`config.mk`:
```
export PLATFORM = sky130hd
export DESIGN_NAME = mult_seq_shift_add_flat
export DESIGN_NICKNAME = d
export VERILOG_FILES = /design/src/rtl/mult_seq_shift_add_if.sv /design/src/rtl/mult_seq_shift_add.sv /design/src/flat_wrapper.sv
export SDC_FILE = /design/constraint.sdc
export NUM_CORES = 1
export LEC_CHECK = 0
export ABC_AREA = 1
export CAP_MARGIN = 20
export CELL_PAD_IN_SITES_DETAIL_PLACEMENT = 1
export CELL_PAD_IN_SITES_GLOBAL_PLACEMENT = 2
export CORE_MARGIN = 2
export CORE_UTILIZATION = 34
export CTS_BUF_LIST = sky130_fd_sc_hd__clkbuf_8
export CTS_CLUSTER_SIZE = 25
export DETAILED_ROUTE_END_ITERATION = 7
export GPL_TIMING_DRIVEN = 0
export PLACE_DENSITY_LB_ADDON = 0.1
export SYNTH_ARGS = -nofsm -noshare
export SYNTH_HDL_FRONTEND = slang
export SYNTH_SLANG_ARGS = --single-unit
```
`constraint.sdc`:
```
create_clock -name clk -period 2.8 [get_ports clk]
set_input_delay 0.28 -clock clk [delete_from_list [all_inputs] [get_ports clk]]
set_output_delay 0.28 -clock clk [all_outputs]
set_load 0.05 [all_outputs]
```
`src/rtl/mult_seq_shift_add_if.sv`:
```
// Operand/product handshake bundle for mult_seq_shift_add.
// master drives operands and out_ready; slave is the multiplier.
interface mult_seq_shift_add_if #(
    parameter int W = 4
);
    logic           in_valid;
    logic           in_ready;
    logic [W-1:0]   a;
    logic [W-1:0]   b;
    logic           out_valid;
    logic           out_ready;
    logic [2*W-1:0] product;
    logic           busy;

    modport master (
        output in_valid, a, b, out_ready,
        input  in_ready, out_valid, product, busy
    );

    modport slave (
        input  in_valid, a, b, out_ready,
        output in_ready, out_valid, product, busy
    );
endinterface

```
`src/rtl/mult_seq_shift_add.sv`:
```
// Sequential unsigned shift-and-add multiplier, W cycles per product.
// Optional MULT_SEQ_ZERO_SKIP_EN: zero operand goes straight to HOLD.
module mult_seq_shift_add #(
    parameter int W = 4
) (
    input  logic                 clk,
    input  logic                 rst_n,
    mult_seq_shift_add_if.slave  bus
);
    localparam int CW = $clog2(W + 1);

    localparam logic [1:0] S_IDLE = 2'd0;
    localparam logic [1:0] S_CALC = 2'd1;
    localparam logic [1:0] S_HOLD = 2'd2;

    logic [1:0]     r_state;
    logic [W-1:0]   r_m;
    logic [2*W-1:0] r_p;
    logic [2*W-1:0] r_product;
    logic [CW-1:0]  r_cnt;

    logic [W-1:0]   w_hi;
    logic [W-1:0]   w_addend;
    logic [W:0]     w_sum;
    logic [2*W-1:0] w_p_nxt;
    logic           w_last;

    // Adder operands: upper partial product plus M when the LSB is set.
    assign w_hi     = r_p[2*W-1:W];
    assign w_addend = r_p[0] ? r_m : '0;
    assign w_sum    = {1'b0, w_hi} + {1'b0, w_addend};
    assign w_p_nxt  = {w_sum, r_p[W-1:1]};
    assign w_last   = (r_cnt == CW'(W - 1));

`ifdef MULT_SEQ_ZERO_SKIP_EN
    logic w_zero;
    assign w_zero = (bus.a == '0) || (bus.b == '0);
`endif

    // Handshake flags come from state alone.
    assign bus.in_ready  = (r_state == S_IDLE);
    assign bus.busy      = (r_state == S_CALC);
    assign bus.out_valid = (r_state == S_HOLD);
    assign bus.product   = r_product;

    // Control FSM and shift-add datapath registers.
    always_ff @(posedge clk or negedge rst_n) begin
        if (!rst_n) begin
            r_state   <= S_IDLE;
            r_m       <= '0;
            r_p       <= '0;
            r_product <= '0;
            r_cnt     <= '0;
        end else begin
            case (r_state)
                S_IDLE: begin
                    if (bus.in_valid) begin
                        r_m   <= bus.a;
                        r_cnt <= '0;
`ifdef MULT_SEQ_ZERO_SKIP_EN
                        if (w_zero) begin
                            r_p       <= '0;
                            r_product <= '0;
                            r_state   <= S_HOLD;
                        end else begin
                            r_p     <= {{W{1'b0}}, bus.b};
                            r_state <= S_CALC;
                        end
`else
                        r_p     <= {{W{1'b0}}, bus.b};
                        r_state <= S_CALC;
`endif
                    end
                end
                S_CALC: begin
                    r_p   <= w_p_nxt;
                    r_cnt <= r_cnt + 1'b1;
                    if (w_last) begin
                        r_product <= w_p_nxt;
                        r_state   <= S_HOLD;
                    end
                end
                S_HOLD: begin
                    if (bus.out_ready) begin
                        r_state <= S_IDLE;
                    end
                end
                default: r_state <= S_IDLE;
            endcase
        end
    end
endmodule

```
`src/flat_wrapper.sv`:
```
// flat-port wrapper written by rule: the top's interface ports become plain ports
module mult_seq_shift_add_flat 
#(
    parameter int W = 4
)
  (clk, rst_n, bus_in_valid, bus_a, bus_b, bus_out_ready, bus_in_ready, bus_out_valid, bus_product, bus_busy);
  mult_seq_shift_add_if #(.W(W)) bus_i ();
  input  logic clk;
  input  logic rst_n;
  input wire logic [$bits(bus_i.in_valid)-1:0] bus_in_valid;
  input wire logic [$bits(bus_i.a)-1:0] bus_a;
  input wire logic [$bits(bus_i.b)-1:0] bus_b;
  input wire logic [$bits(bus_i.out_ready)-1:0] bus_out_ready;
  output wire logic [$bits(bus_i.in_ready)-1:0] bus_in_ready;
  output wire logic [$bits(bus_i.out_valid)-1:0] bus_out_valid;
  output wire logic [$bits(bus_i.product)-1:0] bus_product;
  output wire logic [$bits(bus_i.busy)-1:0] bus_busy;
  assign bus_i.in_valid = bus_in_valid;
  assign bus_i.a = bus_a;
  assign bus_i.b = bus_b;
  assign bus_i.out_ready = bus_out_ready;
  assign bus_in_ready = bus_i.in_ready;
  assign bus_out_valid = bus_i.out_valid;
  assign bus_product = bus_i.product;
  assign bus_busy = bus_i.busy;
  mult_seq_shift_add #(.W(W)) u_core (.clk(clk), .rst_n(rst_n), .bus(bus_i));
endmodule
```
* Word-level counts from Yosys, hierarchy flattened
Index checks and enable logic that the tools add are counted.
** Storage, ports and cells
- Flip-flop bits (word level) :: 25
- Output and inout bits :: 11
- Memory bits (writable) :: 0
- ROM bits :: 0
- Latch bits :: 0
- Bits of input ports :: 12
- Memories kept :: 0
- Logic and storage cells :: 28
** Cells by class
- Shift operators :: 0
- Div/mod/pow operators :: 0
- $add $sub $neg :: 2
- Mux-type cells :: 9
- Reduce and logical (&&, ||, !) cells :: 6
- Equal/unequal tests :: 6
- Bitwise logic cells :: 0
- Multipliers :: 0
- Magnitude comparators :: 0
** Operator list (number)
- $pmux W8 S2 :: 1
- $mux W8 :: 1
- $mux W2 :: 3
- $pmux W2 S3 :: 1
- $pmux W3 S2 :: 1
- $reduce_and A2 Y1 :: 3
- $add A4 B4 Y5 :: 1
- $mux W4 :: 1
- $ne A2 B2 Y1 const B :: 2
- $add A3 B1 Y3 const B :: 1
- $eq A3 B2 Y1 const B :: 1
- $mux W3 :: 1
- $reduce_and A3 Y1 :: 1
- $eq A2 B1 Y1 const B :: 1
- $eq A2 B2 Y1 const B :: 1
- $logic_not A2 Y1 :: 1
- $ne A2 B1 Y1 const B :: 1
- $reduce_bool A2 Y1 :: 1

* Longest topological paths before layout
Gate-level depths: netlist of the first run.
- Depth in word-level cells :: 3
- Gate-level depth with buffers :: 8
- Depth with buffers taken out :: 8

* Worst setup path after synthesis of the first run
OpenSTA, ideal clock, no wires.
- Path type :: register -> register
- Start :: register u_core.r_state[0]
- End :: register u_core.r_m[0]
- Setup time :: 0.119 ns
- Slack :: 1.040 ns
- Period minus slack after synthesis :: 1.760 ns
- Path buffers :: 0
- Data required time :: 2.681 ns
- Stages on the path, launching flop included :: 5
- Arrival time :: 1.641 ns
- Path through :: dfrtp_1 > nor2_1 > nand2_1 > nand2_1 > nand2_1
** On the way
- Longest elaborated chain between the ends :: 2
** Ends and longest elaborated chain
- start: declaration :: RTL line mult_seq_shift_add.sv:16 : logic [1:0] r_state;
- start signal: assignment :: RTL line mult_seq_shift_add.sv:49 : r_state <= S_IDLE;
- start signal: assignment :: RTL line mult_seq_shift_add.sv:71 : r_state <= S_CALC;
- start signal: assignment :: RTL line mult_seq_shift_add.sv:80 : r_state <= S_HOLD;
- $logic_not A2 Y1
- net bus_in_ready :: RTL line flat_wrapper.sv:14 : output wire logic [$bits(bus_i.in_ready)-1:0] bus_in_ready;
- $reduce_and A2 Y1 (no line)
- end signal: assignment :: RTL line mult_seq_shift_add.sv:58 : r_m <= bus.a;
- end: declaration :: RTL line mult_seq_shift_add.sv:17 : logic [W-1:0] r_m;
The timed path passes the listed nets, and every way through them passes these cells.
A chain may end at the register's enable or synchronous reset.

* Worst setup path after layout of the first run
- Start :: register u_core.r_state[0]
- End :: output bus_in_ready
** On the way
- Longest elaborated chain between the ends :: 1
** Ends and longest elaborated chain
- $logic_not A2 Y1 :: RTL line mult_seq_shift_add.sv:41 : assign bus.in_ready = (r_state == S_IDLE);
- end: declaration :: RTL line flat_wrapper.sv:14
No other way between the ends.

==> impl_metrics.ini, run 1 <==
[global_routing]
global_route_wire_length_before_repair_um = 5060
globalRoute.totalOverflow = 0
grt_start_max_net_pins = 21
globalRouteTotalUtil = 0.162
first_global_vias = 1088
antenna_found_initial = 0

[finish]
layout.cells.most_common_list = sky130_fd_sc_hd__nand2_1 (46), sky130_fd_sc_hd__dfrtp_1 (25), sky130_fd_sc_hd__clkdlybuf4s50_1 (22)
mostFrequentLayoutCell = sky130_fd_sc_hd__nand2_1
multi_input_area_um2 = 507
finish.net_count = 183
layout.area.seq_um2 = 626
antenna_cells = 0
filler_cell_count = 399
area_grow_syn2layout_pct = 28.6
drive_above_1_share = 0.104

[pwr]
pwr_density_cell_nw_per_um2 = 1130
internal_power_mw = 0.940
p_clk_frac = 0.120
max-vdd-ir-drop_mv = 0.450
power.switching_fraction = 0.469
leakage_nw = 0.804
power.share.combinational = 0.547
net-switching-power_mw = 0.831
p_seq_frac = 0.334
power_mw = 1.77

[timing]
finalCritPeriodShare = 0.782
report.final.hold_viol_count = 0
timing.final.setup_violations = 0
slew_viols_final = 0
fmax_mhz = 457
worst-slew-pin-transition_ns = 0.503
fin_hold_ws_ns = 0.287
grt_setup_unrepaired = false
setup_total_negative_slack_ns = 0
post-route-min-period_ns = 2.19
slew_headroom = 0.664
fin_worst_skew_ns = 0.00392

[clock_network]
cts.path.max_buffers = 2
root_buf_cell = sky130_fd_sc_hd__clkbuf_8
clock_sink_count = 25
post_cts_resize_count = 0
clkTransAtPathRegs_ns = 0.09
clk-insertion-delay-late_ns = 0.27
post_cts_buffers = 0
cts_hold_repair.buffers = 0
htree_levels = 1
numCtsBuffers = 3
tritoncts = built

[yosys]
yosys.area_share.xor_xnor = 0.00716
synth_top_family_by_area = simple AND/OR/NAND/NOR gates
yosys_register_bits = 25
post_synth_num_cell_types = 19
yosysWarningCount = 0
syn_inst = 136
synth_largest_type_area_fraction = 0.511
synth_top_area_cell = sky130_fd_sc_hd__dfrtp_1
postSynthAreaPerCell_um2 = 9.00
synth_adder_area_share = 0.0777
synth_simple_gate_area_frac = 0.210
mappedNetlistArea_um2 = 1220
syn_nets = 155
synth_compound_gate_area_share = 0.120
largest_cells_by_area_after_synthesis = sky130_fd_sc_hd__dfrtp_1 (51%), sky130_fd_sc_hd__nand2_1 (14%), sky130_fd_sc_hd__ha_1 (6.1%)
post_synth_mux_area_share = 0
seq_area_frac_synth = 0.511

[worst_setup_path]
worst_r2r_startpoint = u_core.r_p[0]$_DFFE_PN0P_
rrSetupSlack_ns = 1.05
critical_path.startpoint_type = register
worstSetupStartpoint = u_core.r_state[0]$_DFFE_PN0P_
r2r-end = u_core.r_p[5]$_DFFE_PN0P_
path_class = register to output port
arrival_time_worst_endpoint_ns = 1.91
critPathCapture = bus_in_ready
crit_path_max_fanout = 6
number_of_cells_traversed_by_the_worst_register_to_register_path = 6
cp-end-kind = output port
worstPathRequired_ns = 2.52

[floorplanning]
initial_core_util = 0.361
num_rows = 21
io_pins = 23
fp.dieArea_um2 = 4090
floorplan.core_area_um2 = 3390
chipHeight_um = 64.0
die_x_um = 64.0

[place]
port_buffers = 22
place_hpwl_um = 2160
finalWeightedCongestion = 0.787

[routing]
remaining_drc_errors = 0
first_iter_violations = 15
ant_nets = 0
topRoutingLayerUsed = met4
met2RoutedLength_um = 1350
route.layer.met1.wl_um = 1240
drt_first_pass_iters = 4
drt_wl_total_um = 2740
met3_length_um = 92
route.detailed.wl_per_inst_um = 13.1
vias_per_cell = 4.70
dr_total_vias = 983

[run]
cap_violations = 0

[worst_hold_path]
holdCritPathClass = input port to asynchronous set/reset pin

[outcome]
outcome = finished clean
## how the worst min path moves through the flow
stage / to / from / slack (ns)
after floorplan: u_core.bus.product[0]$_DFFE_PN0P_ / rst_n / -0.02
after global placement: u_core.r_m[2]$_DFFE_PN0P_ / u_core.r_m[2]$_DFFE_PN0P_ / 0.46
after detailed placement: u_core.r_m[1]$_DFFE_PN0P_ / u_core.r_m[1]$_DFFE_PN0P_ / 0.46
after CTS: u_core.bus.product[5]$_DFFE_PN0P_ / rst_n / 0.29
after global routing: u_core.bus.product[5]$_DFFE_PN0P_ / rst_n / 0.30
final: u_core.bus.product[5]$_DFFE_PN0P_ / rst_n / 0.29
## cell type report
| cell class | instances | share of cell area |
|---|---|---|
| Sequential cell | 25 | 0.397 |
| Inverter | 17 | 0.0437 |
| Timing Repair Buffer | 23 | 0.157 |
| Clock inverter | 1 | 0.00238 |
| Buffer | 2 | 0.0143 |
| Clock buffer | 3 | 0.0262 |
| Tap cell | 46 | 0.0366 |
| Multi-Input combinational cell | 92 | 0.322 |
## flip-flops by register name, indices dropped and copies added (netlist names)
name                count
u_core.bus.product      8
u_core.r_p              8
u_core.r_m              4
u_core.r_cnt            3
u_core.r_state          2
## power by group through the flow
stage          Clock (mW)  Sequential (mW)  Combinational, mW
2_1_floorplan           0            0.731              0.552
3_3_place_gp            0            0.594              0.960
3_5_place_dp            0            0.601              0.988
4_1_cts             0.226            0.594              0.994
5_1_grt             0.238            0.615               1.09
6_report            0.212            0.591              0.969
## critical path, stage by stage (launching register included)
cell and delay [ns]:
sky130_fd_sc_hd__dfrtp_1 0.46, sky130_fd_sc_hd__nor2_1 0.31, sky130_fd_sc_hd__clkdlybuf4s50_1 0.87
## synthesized netlist by cell type (all sizes together)
library cell,number
dfrtp,25
nand2,48
fa,1
a22o,1
a21oi,2
o22ai,1
o31ai,1
o21ai,18
xnor2,1
nor2,3
buf,2
inv,17
nand3,10
ha,6
## kinds of logic after synthesis
kind of cell	count (synthesis)
buffers and inverters	19
AOI/OAI and AO/OA	23
adders and majority gates	7
DFF	25
xor gates and xnor gates	1
and+or+nand+nor	61
## metrics by stage
step	instance area, um^2	util	std cells	setup slack, ns
6_report	1570	0.464	209	0.611
4_1_cts	1570	0.464	209	0.588
2_1_floorplan	1220	-	136	1.04
5_1_grt	1570	0.464	209	0.496
3_5_place_dp	1530	0.451	205	0.909
3_3_place_gp	1500	0.443	204	0.911
## metal layers
layer | vias up | track usage
li1 | 490 | -
met1 | 471 | 0.200
met2 | 17 | 0.273
met3 | 5 | 0.0299
met4 | 0 | 0.0734
met5 | - | 0
Power figures use the tool's default switching activity.
==> run 2, diff against run 1 <==
--- a/config.mk
+++ b/config.mk
@@ -10,7 +10,7 @@
 export CELL_PAD_IN_SITES_DETAIL_PLACEMENT = 1
 export CELL_PAD_IN_SITES_GLOBAL_PLACEMENT = 2
 export CORE_MARGIN = 2
-export CORE_UTILIZATION = 34
+export CORE_UTILIZATION = 29
 export CTS_BUF_LIST = sky130_fd_sc_hd__clkbuf_8
 export CTS_CLUSTER_SIZE = 25
 export DETAILED_ROUTE_END_ITERATION = 7
==> constraint.sdc (replaced) <==
create_clock -name clk -period 2 [get_ports clk]
set_input_delay 0.2 -clock clk [delete_from_list [all_inputs] [get_ports clk]]
set_output_delay 0.2 -clock clk [all_outputs]
set_load 0.05 [all_outputs]
==> run 2 against run 1 <==
Routed wire length up 5.4%. Hold slack worse by 0.026 ns. Sequential power up 41%. Total power up 40%. Clock-buffer cell count unchanged. Non-clock buffer count unchanged. Sequential share of layout area down 0.063 points. Combinational power up 40%. Clock power up 37%.
==> impl_metrics.ini, run 2 (synthesis gave the netlist of run 1 again) <==
[worst_setup_path]
critical_path.startpoint_type = register
worstPathRequired_ns = 1.80
cp-end-kind = output port
crit_path_max_fanout = 5
path_class = register to output port
arrival_time_worst_endpoint_ns = 1.66

[floorplanning]
io_pins = 23
die_x_um = 69.0
fp.dieArea_um2 = 4760
num_rows = 23
floorplan.core_area_um2 = 4030
chipHeight_um = 69.0
initial_core_util = 0.304

[clock_network]
clock_sink_count = 25
clkTransAtPathRegs_ns = 0.09
clk-insertion-delay-late_ns = 0.26
htree_levels = 1
post_cts_buffers = 0
root_buf_cell = sky130_fd_sc_hd__clkbuf_8
tritoncts = built
cts_hold_repair.buffers = 0
cts.path.max_buffers = 2
numCtsBuffers = 3

[timing]
fmax_mhz = 538
timing.final.setup_violations = 0
finalWorstSetupSlack_ns = 0.140
slew_viols_final = 0
slew_headroom = 0.666
post-route-min-period_ns = 1.86
fin_worst_skew_ns = 0.00428
worst-slew-pin-transition_ns = 0.500
setup_total_negative_slack_ns = 0
report.final.hold_viol_count = 0
grt_setup_unrepaired = false
fin_hold_ws_ns = 0.261
finalCritPeriodShare = 0.930

[routing]
drt_wl_total_um = 2890
met2RoutedLength_um = 1450
ant_nets = 0
vias_per_cell = 4.51
route.layer.met1.wl_um = 1360
met3_length_um = 82
remaining_drc_errors = 0
topRoutingLayerUsed = met3
first_iter_violations = 15
drt_first_pass_iters = 4
dr_total_vias = 961
route.detailed.wl_per_inst_um = 13.6

[finish]
area_grow_syn2layout_pct = 28.8
filler_cell_count = 484
layout.cells.most_common_list = sky130_fd_sc_hd__nand2_1 (46), sky130_fd_sc_hd__dfrtp_1 (25), sky130_fd_sc_hd__clkdlybuf4s50_1 (20)
multi_input_area_um2 = 507
antenna_cells = 0
mostFrequentLayoutCell = sky130_fd_sc_hd__nand2_1
drive_above_1_share = 0.104
layout.area.seq_um2 = 626
finish.net_count = 183

[pwr]
leakage_nw = 0.807
max-vdd-ir-drop_mv = 0.551
pwr_density_cell_nw_per_um2 = 1570
power_mw = 2.48

[global_routing]
globalRoute.totalOverflow = 0
grt_start_max_net_pins = 19
first_global_vias = 1080
antenna_found_initial = 0
global_route_wire_length_before_repair_um = 5020
globalRouteTotalUtil = 0.145

[place]
port_buffers = 22
place_hpwl_um = 2290
pre_cts_ws_ns = 0.189
finalWeightedCongestion = 0.695

[run]
cap_violations = 0

[worst_hold_path]
holdCritPathClass = input port to asynchronous set/reset pin

[outcome]
outcome = finished clean
==> run 2: where the power goes <==
group          total, mW  internal [mW]  leakage [nW]  switching, mW
clock network      0.290          0.137        0.0269          0.153
registers          0.831          0.709         0.322          0.123
logic               1.36          0.454         0.458          0.903
total               2.48           1.30         0.807           1.18
==> run 2: through the flow <==
step           instance area [um^2]  std cells  utilization
6_report                       1580        213        0.391
3_3_place_gp                   1510        208        0.374
4_1_cts                        1580        213        0.391
2_1_floorplan                  1220        136            -
5_1_grt                        1580        213        0.391
3_5_place_dp                   1530        209        0.381
==> run 2: cell type report <==
| cell class | count | share of cell area |
|---|---|---|
| clock inverter | 1 | 0.00238 |
| timing repair buffer | 23 | 0.156 |
| sequential | 25 | 0.397 |
| clock buffer | 3 | 0.0262 |
| inverter | 17 | 0.0437 |
| multi-input combinational | 92 | 0.321 |
| tap | 50 | 0.0397 |
| buffer | 2 | 0.0143 |
==> run 2: worst paths after layout <==
kind	start	end	slack [ns]	cells after the start
max in group asynchronous	rst_n	u_core.r_state[0]$_DFFE_PN0P_	1.28	2
worst max register to register	u_core.r_p[0]$_DFFE_PN0P_	u_core.r_p[5]$_DFFE_PN0P_	0.26	6
worst max-delay path	u_core.r_state[0]$_DFFE_PN0P_	bus_out_valid	0.14	2
min in group clk	u_core.r_m[3]$_DFFE_PN0P_	u_core.r_m[3]$_DFFE_PN0P_	0.48	2
worst min-delay path	rst_n	u_core.bus.product[4]$_DFFE_PN0P_	0.26	1
worst min register to register	u_core.r_m[3]$_DFFE_PN0P_	u_core.r_m[3]$_DFFE_PN0P_	0.48	2
==> run 2: timing repair <==
item,in CTS,in global routing
endpoints found under the hold margin,0,0
resized for setup,2,0
endpoints found under the setup margin,2,0
==> run 2: worst max-delay path, stage by stage (launching register included) <==
cell	delay (ns)
sky130_fd_sc_hd__dfrtp_1	0.46
sky130_fd_sc_hd__nor2_1	0.13
sky130_fd_sc_hd__clkdlybuf4s50_1	0.81
==> run 2: routing by layer <==
layer  vias up  GRT usage
met3         0     0.0244
met1       458      0.179
met2        10      0.263
met5         -          0
met4         0     0.0294
li1        493          -
